$ cat config.mk
export PLATFORM = sky130hd
export DESIGN_NAME = hazard_scoreboard
export DESIGN_NICKNAME = d
export VERILOG_FILES = /design/src/rtl/hazard_scoreboard.sv
export SDC_FILE = /design/constraint.sdc
export NUM_CORES = 1
export LEC_CHECK = 0
export ABC_AREA = 0
export CAP_MARGIN = 10
export CELL_PAD_IN_SITES_DETAIL_PLACEMENT = 0
export CELL_PAD_IN_SITES_GLOBAL_PLACEMENT = 1
export CORE_ASPECT_RATIO = 1.1
export CORE_UTILIZATION = 29
export DETAILED_ROUTE_END_ITERATION = 8
export PLACE_DENSITY = 0.69
export SYNTH_ARGS = -nofsm -noshare
export SYNTH_HDL_FRONTEND = slang
export SYNTH_SLANG_ARGS = --single-unit
$ cat constraint.sdc
create_clock -name i_clk -period 4.4 [get_ports i_clk]
set_input_delay 1.32 -clock i_clk [delete_from_list [all_inputs] [get_ports i_clk]]
set_output_delay 1.32 -clock i_clk [all_outputs]
set_load 0.05 [all_outputs]
$ cat src/rtl/hazard_scoreboard.sv
// rtl/hazard_scoreboard.sv - in-flight destination scoreboard with forwarding, stall, flush and multi-cycle hold
module hazard_scoreboard #(
    parameter int REG_AW = 4,
    parameter int NSRC   = 3,
    parameter int DEPTH  = 2,
    parameter int FWD_EN = 1,
    parameter int MC_W   = 3
) (
    input  logic                   i_clk,
    input  logic                   i_rst_n,
    input  logic                   i_pc_en,
    input  logic                   i_id_vld,
    input  logic [NSRC*REG_AW-1:0] i_src_code,
    input  logic [NSRC-1:0]        i_src_vld,
    input  logic                   i_id_rd_vld,
    input  logic [REG_AW-1:0]      i_id_rd_code,
    input  logic                   i_id_rd_late,
    input  logic [MC_W-1:0]        i_id_mc_cyc,
    output logic                   o_id_flush,
    output logic                   o_ex_flush,
    output logic                   o_bubble,
    output logic [NSRC-1:0]        o_fwd_sel,
    output logic                   o_busy
);

    localparam logic [REG_AW-1:0] PC_CODE = '1;

    logic              vld_q  [DEPTH];
    logic              vld_d  [DEPTH];
    logic [REG_AW-1:0] code_q [DEPTH];
    logic [REG_AW-1:0] code_d [DEPTH];
    logic              late_q [DEPTH];
    logic              late_d [DEPTH];
    logic [MC_W-1:0]   cnt_q, cnt_d;

    logic              busy, hazard, pc_wr, issue;
    logic [NSRC-1:0]   fwd;

    assign busy  = (cnt_q != '0);
    assign pc_wr = vld_q[0] && (code_q[0] == PC_CODE);

    // Only the youngest matching stage decides forward versus stall for a port.
    always_comb begin : src_match
        logic found;
        hazard = 1'b0;
        fwd    = '0;
        found  = 1'b0;
        for (int i = 0; i < NSRC; i++) begin
            found = 1'b0;
            for (int k = 0; k < DEPTH; k++) begin
                if (!found && i_src_vld[i] && vld_q[k] &&
                    (code_q[k] == i_src_code[i*REG_AW +: REG_AW])) begin
                    found = 1'b1;
                    if (k == 0 && FWD_EN != 0 && !late_q[0] && !busy) begin
                        fwd[i] = 1'b1;
                    end else begin
                        hazard = 1'b1;
                    end
                end
            end
        end
    end

    assign o_bubble   = i_id_vld && (hazard || busy);
    assign o_id_flush = i_pc_en;
    assign o_ex_flush = i_pc_en || pc_wr || o_bubble;
    assign o_fwd_sel  = i_id_vld ? fwd : '0;
    assign o_busy     = busy;
    assign issue      = i_id_vld && !o_bubble && !i_pc_en && !pc_wr;

    always_comb begin
        cnt_d = cnt_q;
        for (int k = 0; k < DEPTH; k++) begin
            vld_d[k]  = vld_q[k];
            code_d[k] = code_q[k];
            late_d[k] = late_q[k];
        end
        if (i_pc_en || !busy) begin
            vld_d[0]  = issue && i_id_rd_vld;
            code_d[0] = issue ? i_id_rd_code : '0;
            late_d[0] = issue && i_id_rd_late;
            cnt_d     = issue ? i_id_mc_cyc : '0;
            for (int k = 1; k < DEPTH; k++) begin
                vld_d[k]  = vld_q[k-1];
                code_d[k] = code_q[k-1];
                late_d[k] = late_q[k-1];
            end
        end else begin
            // Multi-cycle hold: EX keeps its entry, stage 1 sees bubbles, older stages drain.
            cnt_d = cnt_q - MC_W'(1);
            for (int k = 1; k < DEPTH; k++) begin
                vld_d[k]  = (k == 1) ? 1'b0 : vld_q[k-1];
                code_d[k] = (k == 1) ? '0   : code_q[k-1];
                late_d[k] = (k == 1) ? 1'b0 : late_q[k-1];
            end
        end
    end

    always_ff @(posedge i_clk or negedge i_rst_n) begin
        if (!i_rst_n) begin
            cnt_q <= '0;
            for (int k = 0; k < DEPTH; k++) begin
                vld_q[k]  <= 1'b0;
                code_q[k] <= '0;
                late_q[k] <= 1'b0;
            end
        end else begin
            cnt_q <= cnt_d;
            for (int k = 0; k < DEPTH; k++) begin
                vld_q[k]  <= vld_d[k];
                code_q[k] <= code_d[k];
                late_q[k] <= late_d[k];
            end
        end
    end

endmodule

==> run metrics <==
CP top delay family=buffers and inverters; FMAX=233.2 MHz; syn nets=139; first-pass GRT wire length=about 4600 um; most frequent cells in the layout=clkdlybuf4s50_1, buf_4, dfrtp_1, xnor2_1, nand4_1; leakage power total=around 0.74 nW; Die Wd=59.44 um; required time of the critical path=3080 ps; # setup viols final=0; worst stage delay on the critical path=520 ps; post-DP HPWL=2169 um; register area share after synthesis=0.3329; WL/cell=13.17 um; post-layout util=0.4993; Clock transition at path regs=70 ps; met2 usage=0.2781; fillers=328; ANT nets after route=0; die area=a little under 0.004 mm^2; min-delay src=cnt_q[0]$_DFF_PN0_; Pins Over Slew Limit=0; crit path buf inv count=3; CORE AREA=approximately 0.0034 mm^2; Final Skew=roughly 5.4 ps; VDD IR max=approximately 0.16 mV; GRT busiest layer=met2; outcome=complete, no violations; area of the multi-input gates=738.2 um^2; DR pass1 iterations=4; layout cells sized above 1=0.2785; Min-Delay Endpoint=cnt_q[0]$_DFF_PN0_; CTS Buf Count=3; Synthesis Warnings=0; drt total wl=2712 um; critical path's slowest cell=clkdlybuf4s50_1; hold path cells=1; final clock period utilization by the worst path=0.9745; CP arrival=2970 ps; critical path fanouts, max=3; max cap viols=0; Final Hold Vio Count=0; htree depth=1; Clock Root Buffer=clkbuf_4; Worst setup SP type=input pin; Non-Filler Instances=slightly above 200; ANT cells=0; Hold Slack=496.6 ps; RSZ-0062 raised after global routing=false; Synth Instances=around 110; Yosys reg bits=14; I/O Pins=35; R2R Path End=cnt_q[2]$_DFF_PN0_; r2r setup slk=approximately 2100 ps; Crit Path Class=input pin to output port; Final #Nets=190; placed insts=between 200 and 250; fin crit period=4288 ps; met1 usage=0.2072; TritonCTS Sinks=14; initial antenna violation count=0; total track usage=0.1608; Layout area overhead=61.95%; Worst Tran Pin Value=742.2 ps; synthesized cell area=roughly 0.0011 mm^2; number of global-route vias before repair=about 1000; HP Class=flip-flop to flip-flop; die height=65.18 um; global placement routability congestion=just over 0.8; clk_lat worst skew=~270 ps; Sequential Area=approximately 350 um^2; FP Rows=22; CP Capture Type=output port; Overflow after GRT=0; most common cell after layout, fill and taps aside=clkdlybuf4s50_1; Mean Syn Cell Area=roughly 9.7 um^2; Final Power=559.8 uW; PwrDens=328.5 mW/mm^2; via count=988; CTS max path bufs=2; DRC Markers=0; crit-path cells=clkdlybuf4s50_1 > o2111ai_2 > nor3_4 > buf_4 > o311ai_2 > a21boi_2 > nand3_1 > buf_6; Initial Util=0.3083; GRT met3 Usage=0.01378; vias per cell=between 4 and 5; R2R Path Start=code_q[6]$_DFFE_PN0N_; port bufs=34; DRT iter0 DRCs=19; slew margin rel.=0.5022; largest net degree at the start of global routing=15; Unique masters post-synth=34; length in cells of the worst reg-to-reg path=8; CTS tree=built
-- synthesized netlist by cell type --
master | n | area, um^2
o311ai_0 | 1 | 8.760
o31a_1 | 1 | 8.760
dfrtp_1 | 14 | 350.3
nor3_1 | 1 | 5.000
o311ai_1 | 1 | 8.760
inv_1 | 6 | 22.52
ha_1 | 2 | 25.02
o22ai_2 | 1 | 12.51
a22o_1 | 1 | 8.760
nor4_4 | 2 | 42.54
o2111ai_2 | 1 | 15.01
buf_6 | 2 | 22.52
and3_1 | 1 | 6.260
o21ai_1 | 3 | 15.01
a31oi_1 | 1 | 6.260
buf_4 | 1 | 7.510
o22ai_1 | 5 | 31.28
and2_1 | 3 | 18.77
xor2_1 | 10 | 87.58
nand4_1 | 9 | 56.30
nor2b_1 | 1 | 6.260
nor2_1 | 5 | 18.77
nand2_1 | 7 | 26.28
xnor2_1 | 12 | 105.1
nor3_4 | 1 | 16.27
a21boi_1 | 1 | 7.510
clkbuf_1 | 1 | 3.750
o221ai_2 | 1 | 15.01
nor3b_1 | 3 | 22.52
nand3_1 | 5 | 25.02
o31ai_2 | 1 | 12.51
nand2b_1 | 2 | 12.51
nor4b_1 | 2 | 17.52
buf_1 | 1 | 3.750
-- cell families after synthesis --
logic type | synth area share
AOI/OAI and AO/OA | 0.1427
xor gates and xnor gates | 0.1831
adders and majority gates | 0.02378
buffers and inverters | 0.05707
DFF | 0.3329
and+or+nand+nor | 0.2604
-- power by group --
part	total, mW	leakage [nW]	internal, mW	switching [mW]
combinational	0.299	0.538	0.126	0.173
clock	0.0679	0.0138	0.0317	0.0361
sequential	0.193	0.190	0.157	0.0364
total	0.560	0.742	0.314	0.246
-- routing by layer --
metal,vias to the layer above,wire [um]
li1,487,-
met2,27,1365
met4,0,36
met1,469,1200
met5,-,0
met3,5,110
-- worst reg2reg max path: stages, from the launching register on --
cell and delay, ps:
dfrtp_1 500, xnor2_1 180, nand3_1 150, nor4_4 60
buf_4 140, buf_4 130, o31ai_2 660, nand4_1 220
o22ai_2 190
-- cell type report --
class | instances | area share
clock buffers | 3 | 0.01322
well taps | 48 | 0.03524
inverters | 6 | 0.01322
repair buffers | 51 | 0.2996
multi-input cells | 84 | 0.4332
flip-flops and latches | 14 | 0.2056
-- sequential cells by signal, summed over array words and instances (netlist names) --
signal and cells:
code_q 8, cnt_q 3, vld_q 2, late_q 1
-- worst max-delay path by stage --
stage / start / depth (start not counted) / to
after floorplan: i_src_code[5] / 4 / o_fwd_sel[1]
after global placement: i_src_code[4] / 8 / o_ex_flush
after detailed placement: i_src_code[4] / 8 / o_ex_flush
after CTS: i_src_code[11] / 8 / o_ex_flush
after global routing: i_src_code[3] / 8 / o_ex_flush
final: i_src_vld[0] / 8 / o_ex_flush
-- through the flow --
step                TNS [ps]  instance area, um^2  setup slack [ps]
global placement      -211.6                 1560            -121.7
CTS                        0                 1668             7.558
floorplan                  0                 1052             16.73
detailed placement    -168.8                 1560            -102.6
finish                     0                 1704             112.3
global route               0                 1704             2.480
-- repair_timing --
action / CTS / global route
hold buffers: 0 / 0
pin swaps: 7 / 8
setup buffers: 1 / 0
gates resized for setup: 16 / 10
setup endpoints to repair: 2 / 4
Power figures use the tool's default switching activity.
